===== src/rtl/clock_ratio_meter.sv =====
// clock_ratio_meter
//   Measures the period of a slow asynchronous signal (SIG_IN) in CLK_IN
//   cycles. SIG_IN is synchronized by two flops; a rising edge is
//   synchronized-now = 1 with previous = 0. One measurement spans two
//   detected edges. In continuous mode the closing edge also opens the next
//   period. A period that reaches the counter maximum without an edge is
//   reported as all ones with OVERFLOW set.
//
//   Optional build macro: CLOCK_RATIO_METER_TIMEOUT_EN
//     defined     : ARM gives up after 2^CNT_W-1 cycles without an edge and
//                   reports all ones with OVERFLOW set.
//     not defined : ARM waits for the first edge indefinitely.
//
// Ports
//   CLK_IN     in   system clock, rising edge
//   RST_N      in   asynchronous active-low reset
//   SIG_IN     in   signal being measured (asynchronous)
//   START      in   measurement request, sampled only in IDLE
//   CONT       in   continuous (back-to-back) measurement mode
//   BUSY       out  1 whenever the FSM is not in IDLE
//   VALID      out  one-cycle pulse when PERIOD_OUT/OVERFLOW update
//   PERIOD_OUT out  last measured period in CLK_IN cycles
//   OVERFLOW   out  last result saturated
module clock_ratio_meter #(
   parameter int CNT_W = 16
) (
   input  logic             CLK_IN,
   input  logic             RST_N,
   input  logic             SIG_IN,
   input  logic             START,
   input  logic             CONT,
   output logic             BUSY,
   output logic             VALID,
   output logic [CNT_W-1:0] PERIOD_OUT,
   output logic             OVERFLOW
);

   typedef enum logic [1:0] {
      IDLE,
      ARM,
      COUNT
   } state_t;

   localparam logic [CNT_W-1:0] CNT_MAX = '1;
   localparam logic [CNT_W-1:0] CNT_ONE = CNT_W'(1);

   state_t           state, state_nxt;
   logic             sync1, sync2, sig_prev;
   logic             sig_edge;
   logic [CNT_W-1:0] cnt, cnt_nxt;
   logic [CNT_W-1:0] period_nxt;
   logic             ovf_nxt;
   logic             valid_nxt;
`ifdef CLOCK_RATIO_METER_TIMEOUT_EN
   logic [CNT_W-1:0] arm_cnt, arm_cnt_nxt;
`endif

   // Synchronizer plus previous-value register for edge detection.
   always_ff @(posedge CLK_IN or negedge RST_N) begin
      if (!RST_N) begin
         sync1    <= 1'b0;
         sync2    <= 1'b0;
         sig_prev <= 1'b0;
      end else begin
         sync1    <= SIG_IN;
         sync2    <= sync1;
         sig_prev <= sync2;
      end
   end

   assign sig_edge = sync2 & ~sig_prev;

   always_ff @(posedge CLK_IN or negedge RST_N) begin
      if (!RST_N) begin
         state      <= IDLE;
         cnt        <= '0;
         PERIOD_OUT <= '0;
         OVERFLOW   <= 1'b0;
         VALID      <= 1'b0;
`ifdef CLOCK_RATIO_METER_TIMEOUT_EN
         arm_cnt    <= '0;
`endif
      end else begin
         state      <= state_nxt;
         cnt        <= cnt_nxt;
         PERIOD_OUT <= period_nxt;
         OVERFLOW   <= ovf_nxt;
         VALID      <= valid_nxt;
`ifdef CLOCK_RATIO_METER_TIMEOUT_EN
         arm_cnt    <= arm_cnt_nxt;
`endif
      end
   end

   always_comb begin
      state_nxt   = state;
      cnt_nxt     = cnt;
      period_nxt  = PERIOD_OUT;
      ovf_nxt     = OVERFLOW;
      valid_nxt   = 1'b0;
`ifdef CLOCK_RATIO_METER_TIMEOUT_EN
      arm_cnt_nxt = arm_cnt;
`endif
      case (state)
         IDLE: begin
            if (START) begin
               state_nxt   = ARM;
`ifdef CLOCK_RATIO_METER_TIMEOUT_EN
               // Counts ARM cycles including the first one.
               arm_cnt_nxt = CNT_ONE;
`endif
            end
         end
         ARM: begin
            if (sig_edge) begin
               cnt_nxt   = CNT_ONE;
               state_nxt = COUNT;
            end
`ifdef CLOCK_RATIO_METER_TIMEOUT_EN
            else if (arm_cnt == CNT_MAX) begin
               period_nxt = CNT_MAX;
               ovf_nxt    = 1'b1;
               valid_nxt  = 1'b1;
               state_nxt  = IDLE;
            end else begin
               arm_cnt_nxt = arm_cnt + 1'b1;
            end
`endif
         end
         COUNT: begin
            // An edge takes priority over saturation at the same cycle.
            if (sig_edge) begin
               period_nxt = cnt;
               ovf_nxt    = 1'b0;
               valid_nxt  = 1'b1;
               if (CONT) begin
                  cnt_nxt = CNT_ONE;
               end else begin
                  state_nxt = IDLE;
               end
            end else if (cnt == CNT_MAX) begin
               period_nxt = CNT_MAX;
               ovf_nxt    = 1'b1;
               valid_nxt  = 1'b1;
               state_nxt  = IDLE;
            end else begin
               cnt_nxt = cnt + 1'b1;
            end
         end
         default: state_nxt = IDLE;
      endcase
   end

   assign BUSY = (state != IDLE);

endmodule


===== config.mk =====
export PLATFORM = sky130hd
export DESIGN_NAME = clock_ratio_meter
export DESIGN_NICKNAME = d
export VERILOG_FILES = /design/src/rtl/clock_ratio_meter.sv
export SDC_FILE = /design/constraint.sdc
export NUM_CORES = 1
export LEC_CHECK = 0
export BUFFER_PORTS_ARGS = -buffer_cell sky130_fd_sc_hd__buf_2
export CORE_ASPECT_RATIO = 2
export CORE_MARGIN = 1.5
export CORE_UTILIZATION = 40
export CTS_CLUSTER_SIZE = 28
export DETAILED_ROUTE_END_ITERATION = 8
export GPL_ROUTABILITY_DRIVEN = 0
export PLACE_DENSITY_LB_ADDON = 0.05
export SKIP_LAST_GASP = 1
export SYNTH_ARGS = -nofsm -noshare
export SYNTH_HDL_FRONTEND = slang
export SYNTH_SLANG_ARGS = --single-unit

===== constraint.sdc =====
create_clock -name CLK_IN -period 2.8 [get_ports CLK_IN]
set_input_delay 0.42 -clock CLK_IN [delete_from_list [all_inputs] [get_ports CLK_IN]]
set_output_delay 0.42 -clock CLK_IN [all_outputs]
set_load 0.1 [all_outputs]

* After elaboration in Yosys (flattened, before gate mapping) *
Index checks and enable logic that the tools add are counted.

word-level totals
  register bits = 39
  logic and storage cells = 45

operators by class
  add/sub/neg operators = 1
  eq/ne operators = 9
  mux-type cells = 18
  bitwise operators = 2
  reduce and logical (&&, ||, !) cells = 7

operators with widths
  operator               count
  $mux 16                6
  $pmux 16 s2            1
  $add 16x1->16 const B  1
  $eq 16x16->1 const B   1
  $ne 3x3->1 const B     4
  $mux 2                 5
  $reduce_and 4->1       2
  $pmux 2 s3             1
  $reduce_bool 2->1      3
  $mux 1                 5
  $ne 2x2->1 const B     2
  $eq 2x1->1 const B     1
  $eq 2x2->1 const B     1
  $logic_not 2->1        1
  $reduce_and 2->1       1
  $and 1x1->1            1
  $not 1->1              1

* Logic depth before layout (Yosys ltp) *
Gate-level depths: netlist of the first run.

  depth in word-level cells = 4
  depth in mapped cells = 6
  mapped depth without buffers = 5

* Least setup slack after synthesis of the first run *
Ideal clock, no wire load.

  kind = reg-to-reg
  from = reg cnt[0]
  to = reg cnt[8]
  setup time = 126 ps
  data arrival time = 1807 ps
  slack = 867 ps
  cell stages (with the launch flop) = 7
  path through = dfrtp_1 ha_1 nand3_2 or4_4 buf_2 and3_1 a2bb2oi_1

between the ends
  longest elaborated chain between the ends = 4
  elaborated cells between the ends (all ways) = 7
  those cells by class = 1 x add/sub; 2 x eq/ne; 3 x mux; 1 x reduce/logical

RTL lines
  what                    line  RTL
  from (decl)             50    logic [CNT_W-1:0] cnt, cnt_nxt;
  from (signal assigned)  85    cnt <= cnt_nxt;
  $add 16x1->16           147   cnt_nxt = cnt + 1'b1;
  $mux 16                 141   end else if (cnt == CNT_MAX) begin
  $mux 16                 132   if (sig_edge) begin
  $pmux 16 s2             104   case (state)

Parallel ways exist; a longest one is shown, timed or not. The select of a mux whose other input is x is not followed.
A chain may end at the register's enable or synchronous reset.

* Worst setup path after layout of the first run *
  from = reg cnt[0]
  to = reg PERIOD_OUT[0]

between the ends
  longest elaborated chain between the ends = 3
  elaborated cells between the ends (all ways) = 4
  those cells by class = 1 x eq/ne; 1 x mux; 2 x reduce/logical

RTL lines
  what                                line  RTL
  $eq 16x16->1                        141
  $reduce_bool 2->1 (no source line)  --
  $reduce_and 2->1 (no source line)   --
  to (signal assigned)                86    PERIOD_OUT <= period_nxt;
  to (decl)                           34    output logic [CNT_W-1:0] PERIOD_OUT,

Parallel ways exist; a longest one is shown, timed or not.

==> flow_summary.json, run 1 <==
{
  "finalSetupTns_ns": 0,
  "cts_tree": "yes",
  "pre_cts_slack_ns": 0.479,
  "cts-root-buf": "clkbuf_8",
  "crit_fanout": 17,
  "hold_start": "SIG_IN",
  "grt_usage": 0.183,
  "post-route-drc-count": 0,
  "wl_mm": 3.91,
  "row_count": 34,
  "synthTopCellsByArea": "dfrtp_1, o22a_1, a31oi_1",
  "start_util": 0.409,
  "wl_per_cell_um": 16.3,
  "synth_area_mm2": 0.00176,
  "clockBufferDepth": 2,
  "final_nets": 191,
  "postSynth.asyncResetShare": 1.00,
  "dieHeight_um": 96.8,
  "outcome": "completed",
  "overflow": 0,
  "cts.sinks": 39,
  "rsz0062_at_grt": "no",
  "crit_chain": "ha_1, nand3_2, or4_4, a21oi_4, o22a_1",
  "crit_path_start": "cnt[0]$_DFFE_PN0P_",
  "num_vias": 1361,
  "slew_violations": 0,
  "cts_htree_levels": 2,
  "synthCells": 161,
  "critPathCaptureType": "flop",
  "fin_crit_ns": 2.31,
  "grt_max_degree": 40,
  "clk_latency_ns": 0.29,
  "cts_resized": 0,
  "rr_startpoint": "cnt[0]$_DFFE_PN0P_",
  "max_stage_delay_ns": 0.69,
  "postRouteAntennaNets": 0,
  "cpMaxStageDelayCell": "or4_4",
  "yosysUniqueCellTypes": 36,
  "fin_ws_ns": 0.489,
  "synth_edf_count": 0,
  "critPathKind": "flop to flop",
  "grt_antenna_before_repair": 0,
  "synth_ff_type": "dfrtp_1",
  "grt_first_pass_wirelength_mm": 6.68,
  "area_growth_pct": 15.7,
  "yosysTopAreaCell": "dfrtp_1",
  "critical_path_required_ns": 3.03,
  "ios": 24,
  "clock_skew_ns": 0.00469,
  "synth_top_area_share": 0.555,
  "holdWs_ns": 0.230,
  "core_mm2": 0.00430,
  "critPathArrivalTime_ns": 2.54,
  "die_area_mm2": 0.00483,
  "max_slew.worst_pin.slew_ns": 0.865,
  "synthesis.nets": 167,
  "max_freq_mhz": 433,
  "fin_util": 0.473,
  "vias_per_cell": 5.67,
  "seq_area_frac_synth": 0.555,
  "post_cts_buffers": 0,
  "slew_headroom": 0.423,
  "cts_hold_buf": 0,
  "dr.pass1.iters": 4,
  "min_path_type": "primary input to flop",
  "cts_inserted_buffers": 5,
  "setup-violations-final": 0,
  "avgSynthCellArea_um2": 10.9,
  "worst_setup_path_start_kind": "flop",
  "drv_cap": 0,
  "drtIter0Drc": 32,
  "n_antenna_cell": 0,
  "io_buffers": 23,
  "synth_seq_cells": 39,
  "path_clk_slew_ns": 0.07,
  "first_global_vias": 1400,
  "yosys_warnings": 0,
  "die_x_um": 49.9,
  "fin_crit_sh": 0.825,
  "layout-drive-gt1-share": 0.210,
  "finalHoldViolCount": 0,
  "hpwl_mm": 2.72
}
==> placed cells by master, fill, tap and decap left out, drive strengths merged, types with 3 or more instances in the layout <==
master	instances
o22a	13
a21o	3
nand4	4
clkbuf	6
a21oi	8
nand3	7
inv	3
nand2b	4
a41oi	3
nor3	4
nand2	12
buf	26
dfrtp	39
a31oi	16
nor2	8
o21a	7
==> worst max-delay path, delay by kind of cell, from the launching register on <==
kind	cells	cell delay, ns
fa+ha+maj	1	0.26
flops	1	0.44
compound gates	2	0.68
simple gates	2	0.88
==> synthesized netlist by cell type (all sizes together), types with 4 or more instances <==
cell	number
nor2	8
nand2b	4
nor3	4
o21a	7
dfrtp	39
nand2	12
o22a	13
nand4	4
buf	6
a31oi	16
nand3	7
a21oi	8
==> sequential cells by signal (all words and copies together) (netlist names) <==
name and cells:
PERIOD_OUT 16, sig_prev 1, OVERFLOW 1, VALID 1, cnt 16, sync2 1
state 2, sync1 1
==> through the flow <==
stage                     std cells  cell area, um^2
after global placement          232             1920
final                           240             2030
after detailed placement        232             1920
after CTS                       240             2030
after global routing            240             2030
after floorplan                 161             1760
==> metal layers <==
metal  vias up  wire length (um)  GRT usage
li1        660                 -          -
met1       655              1580      0.207
met2        36              2080      0.318
met3        10               145     0.0247
met4         0               110      0.103
met5         -                 0          0
==> cell type report <==
type / count / area (um^2)
multi-input cells: 110 / 723
clock buffers: 6 / 82.6
well taps: 54 / 67.6
clock inverters: 2 / 35.0
flip-flops and latches: 39 / 976
inverters: 3 / 11.3
fillers: 398 / 2260
repair buffers: 26 / 138
==> worst paths after layout <==
path                                                   to  slack, ns  cells after the start
min in group asynchronous       PERIOD_OUT[5]$_DFFE_PN0P_       0.24                      1
worst min-delay path                      sync1$_DFF_PN0_       0.23                      1
max in group asynchronous              sig_prev$_DFF_PN0_       2.03                      1
worst min register to register            sync2$_DFF_PN0_       0.36                      0
worst max register to register  PERIOD_OUT[0]$_DFFE_PN0P_       0.49                      5
worst max-delay path            PERIOD_OUT[0]$_DFFE_PN0P_       0.49                      5
==> cells by family (layout without fill, tap and decap cells) <==
family,after synthesis,in the layout,synth area share
adders and majority gates,1,1,0.00712
and+or+nand+nor,51,51,0.162
muxes,1,1,0.00569
DFF,39,39,0.555
buffers and inverters,12,37,0.0334
AOI/OAI and AO/OA,57,57,0.237
Power of run 1 is not shown: default switching activity piles up to over one toggle a cycle in this logic, so the estimate is an artifact.
==> inputs of run 2 (changes only) <==
- clock period: 2.8 -> 2.4 ns (I/O delays scaled with it)
==> run 2 against run 1 <==
Against the previous run:
- die area did not move
- worst setup slack got worse by 0.15 ns
- sequential cell count did not move
- highest routed layer unchanged
==> flow_summary.json, run 2 (synthesis results as in run 1) <==
{
  "crit_fanout": 11,
  "reg.largest.list": "PERIOD_OUT (16), cnt (16), state (2)",
  "clockBufferDepth": 2,
  "post-route-drc-count": 0,
  "vias_per_cell": 5.69,
  "fin_crit_sh": 0.858,
  "overflow": 0,
  "first_global_vias": 1377,
  "num_vias": 1371,
  "cts_tree": "yes",
  "fin_cells": 241,
  "grt_first_pass_wirelength_mm": 6.61,
  "layout-drive-gt1-share": 0.209,
  "min_path_type": "primary input to async pin",
  "critPathKind": "flop to flop",
  "final_common_cell": "dfrtp_1",
  "cts.sinks": 39,
  "critPathCaptureType": "flop",
  "hpwl_mm": 2.80,
  "die_area_mm2": 0.00483,
  "dieHeight_um": 96.8,
  "fin_crit_ns": 2.06,
  "most-common-layout-cells": "dfrtp_1, buf_2, a31oi_1",
  "die_x_um": 49.9,
  "rsz0062_at_grt": "no",
  "ios": 24,
  "grt_usage": 0.180,
  "setup-violations-final": 0,
  "post_cts_buffers": 0,
  "holdWs_ns": 0.178,
  "cts-root-buf": "clkbuf_8",
  "cts_inserted_buffers": 5,
  "io_buffers": 23,
  "postRouteAntennaNets": 0,
  "start_util": 0.409,
  "max_slew.worst_pin.slew_ns": 0.833,
  "grt_antenna_before_repair": 0,
  "critical_path_required_ns": 2.62,
  "row_count": 34,
  "placed_cells": 235,
  "cts_resized": 0,
  "max_freq_mhz": 486,
  "drtIter0Drc": 32,
  "path_clk_slew_ns": 0.07,
  "critPathArrivalTime_ns": 2.28,
  "slew_violations": 0,
  "clock_skew_ns": 0.00272,
  "grt_max_degree": 40,
  "final_nets": 194,
  "core_mm2": 0.00430,
  "finalSetupTns_ns": 0,
  "dr.pass1.iters": 4,
  "worst_setup_path_start_kind": "flop",
  "clk_latency_ns": 0.28,
  "cts_hold_buf": 0,
  "slew_headroom": 0.445,
  "wl_per_cell_um": 15.9,
  "outcome": "completed",
  "wl_mm": 3.83,
  "area_growth_pct": 14.4,
  "cts_htree_levels": 2,
  "finalHoldViolCount": 0,
  "drv_cap": 0,
  "n_antenna_cell": 0
}
run 2: cell count changes in the layout (fill, tap and decap cells not counted):
cell	change
clkinv_2	-1
bufinv_16	-1
clkbuf_1	+1
clkbuf_8	-1
buf_4	+3
run 2: area by class of cell:
class / count / area (um^2)
multi-input cells: 110 / 723
fillers: 414 / 2290
well taps: 54 / 67.6
inverters: 3 / 11.3
flip-flops and latches: 39 / 976
repair buffers: 29 / 160
clock buffers: 6 / 72.6
run 2: final timing paths:
path / cells after the start / start / slack (ns) / end
setup / recovery: 6 / cnt[0]$_DFFE_PN0P_ / 0.34 / PERIOD_OUT[10]$_DFFE_PN0P_
min in group CLK_IN: 1 / SIG_IN / 0.18 / sync1$_DFF_PN0_
hold / removal: 1 / RST_N / 0.18 / cnt[2]$_DFFE_PN0P_
max in group asynchronous: 1 / RST_N / 1.70 / PERIOD_OUT[1]$_DFFE_PN0P_
setup reg to reg: 6 / cnt[0]$_DFFE_PN0P_ / 0.34 / PERIOD_OUT[10]$_DFFE_PN0P_
hold reg to reg: 0 / sync1$_DFF_PN0_ / 0.36 / sync2$_DFF_PN0_
run 2: metrics by stage:
step | util | setup slack [ns] | instance area, um^2
2_1_floorplan | - | 0.467 | 1760
3_3_place_gp | 0.451 | 0.418 | 1940
3_5_place_dp | 0.451 | 0.356 | 1940
4_1_cts | 0.468 | 0.339 | 2010
5_1_grt | 0.468 | 0.195 | 2010
6_report | 0.468 | 0.341 | 2010
run 2: routing by layer:
metal  wire length [um]  GRT usage  vias to the layer above  share of wire
met2               2120      0.322                       37           0.55
met5                  0          0                        -              0
met3                111     0.0324                        8          0.029
met4                 93     0.0833                        0          0.024
li1                   -          -                      662              -
met1               1500      0.196                      664           0.39
run 2: critical path, stage by stage (launching register included):
cell and delay (ns):
dfrtp_1 0.46, ha_1 0.26, nand3_2 0.10, or4_4 0.65, a21oi_4 0.19, buf_4 0.20
o22a_1 0.14
Power of run 2 is left out for the same reason.
==> inputs of run 3 (changes only) <==
- CORE_MARGIN: 1.5 -> 2
==> run 3 against run 2 <==
Against the previous run:
- sequential cell count stayed put
- first-iteration DRC count is 3.1% higher
- global-route usage is 0.39 points higher
- via count is 3.2% higher
- core utilization is 1.0 points higher
- hold slack worse by 0.013 ns
- die area is 3.1% higher
- cell area is 2.2% higher
==> flow_summary.json, run 3 (synthesis results as in run 1) <==
{
  "max_slew.worst_pin.slew_ns": 0.830,
  "clockBufferDepth": 2,
  "worst_setup_path_start_kind": "flop",
  "clk_latency_ns": 0.29,
  "holdWs_ns": 0.165,
  "die_area_mm2": 0.00497,
  "layout-drive-gt1-share": 0.222,
  "setup-violations-final": 0,
  "critPathArrivalTime_ns": 2.29,
  "final_nets": 194,
  "critPathKind": "flop to flop",
  "io_buffers": 23,
  "critPathCaptureType": "flop",
  "first_global_vias": 1430,
  "slew_headroom": 0.447,
  "final_common_cell": "dfrtp_1",
  "m1WireLength_mm": 1.53,
  "rr_startpoint": "cnt[0]$_DFFE_PN0P_",
  "n_antenna_cell": 0,
  "post_cts_buffers": 0,
  "wl_met3_um": 172,
  "vias_per_cell": 5.82,
  "pre_cts_slack_ns": 0.343,
  "cts.sinks": 39,
  "start_util": 0.409,
  "row_count": 34,
  "clock_skew_ns": 0.00392,
  "area_growth_pct": 16.9,
  "max_freq_mhz": 484,
  "cts_inserted_buffers": 5,
  "overflow": 0,
  "postRouteAntennaNets": 0,
  "cts_htree_levels": 2,
  "dieHeight_um": 97.8,
  "grt_usage": 0.183,
  "drv_cap": 0,
  "grt_antenna_before_repair": 0,
  "path_clk_slew_ns": 0.08,
  "finalSetupTns_ns": 0,
  "rsz0062_at_grt": "no",
  "die_x_um": 50.9,
  "num_vias": 1415,
  "grt_first_pass_wirelength_mm": 6.98,
  "cts-root-buf": "clkbuf_8",
  "outcome": "completed",
  "cts_hold_buf": 0,
  "cts_resized": 0,
  "critical_path_required_ns": 2.63,
  "fin_ws_ns": 0.333,
  "slew_violations": 0,
  "highest_layer": "met4",
  "cts_tree": "yes",
  "core_mm2": 0.00430,
  "wl_met2_mm": 2.22,
  "regToRegEndpoint": "PERIOD_OUT[9]$_DFFE_PN0P_",
  "most-common-layout-cells": "dfrtp_1, buf_2, a31oi_1",
  "crit_fanout": 11,
  "min_path_type": "primary input to async pin",
  "wl_mm": 3.99,
  "drtIter0Drc": 33,
  "rrSetupSlack_ns": 0.33,
  "hpwl_mm": 2.85,
  "finalHoldViolCount": 0,
  "reg.largest.list": "PERIOD_OUT (16), cnt (16), state (2)",
  "reg2reg_depth": 6,
  "grt_max_degree": 40,
  "fin_crit_sh": 0.861,
  "ios": 24,
  "fin_crit_ns": 2.07,
  "post-route-drc-count": 0,
  "wl_per_cell_um": 16.4,
  "dr.pass1.iters": 4
}
[run 3: changes by cell type in the layout (fill, tap and decap cells not counted)]
cell,before,now
bufinv_16,0,1
clkbuf_1,1,0
clkbuf_8,5,6
clkinv_2,0,1
[run 3: stage by stage]
step                      instance area [um^2]  instances   util
after detailed placement                  1940        235  0.451
after global placement                    1940        235  0.451
after global routing                      2060        243  0.478
after CTS                                 2060        243  0.478
after floorplan                           1760        161      -
final                                     2060        243  0.478
[run 3: metal layers]
layer,up-vias,GRT usage
met5,-,0
met2,56,0.328
li1,660,-
met3,5,0.0275
met4,0,0.0686
met1,694,0.215
[run 3: final cells by class]
| type | instances | area [um^2] |
|---|---|---|
| Timing Repair Buffer | 29 | 160 |
| Clock buffer | 6 | 82.6 |
| Fill cell | 397 | 2240 |
| Tap cell | 54 | 67.6 |
| Clock inverter | 2 | 35.0 |
| Sequential cell | 39 | 976 |
| Multi-Input combinational cell | 110 | 723 |
| Inverter | 3 | 11.3 |
[run 3: worst max-delay path by stage]
stage	startpoint	to	cells after the start
5_1_grt	cnt[0]$_DFFE_PN0P_	PERIOD_OUT[9]$_DFFE_PN0P_	6
4_1_cts	cnt[0]$_DFFE_PN0P_	PERIOD_OUT[9]$_DFFE_PN0P_	6
6_report	cnt[0]$_DFFE_PN0P_	PERIOD_OUT[9]$_DFFE_PN0P_	6
2_1_floorplan	cnt[0]$_DFFE_PN0P_	cnt[8]$_DFFE_PN0P_	6
3_5_place_dp	cnt[0]$_DFFE_PN0P_	PERIOD_OUT[9]$_DFFE_PN0P_	6
3_3_place_gp	cnt[0]$_DFFE_PN0P_	PERIOD_OUT[9]$_DFFE_PN0P_	6
[run 3: critical path: stages (launching register included)]
cell and delay [ns]:
dfrtp_1 0.46, ha_1 0.26, nand3_2 0.10, or4_4 0.65, a21oi_4 0.19, buf_4 0.19, o22a_1 0.15
Power of run 3 is left out for the same reason.
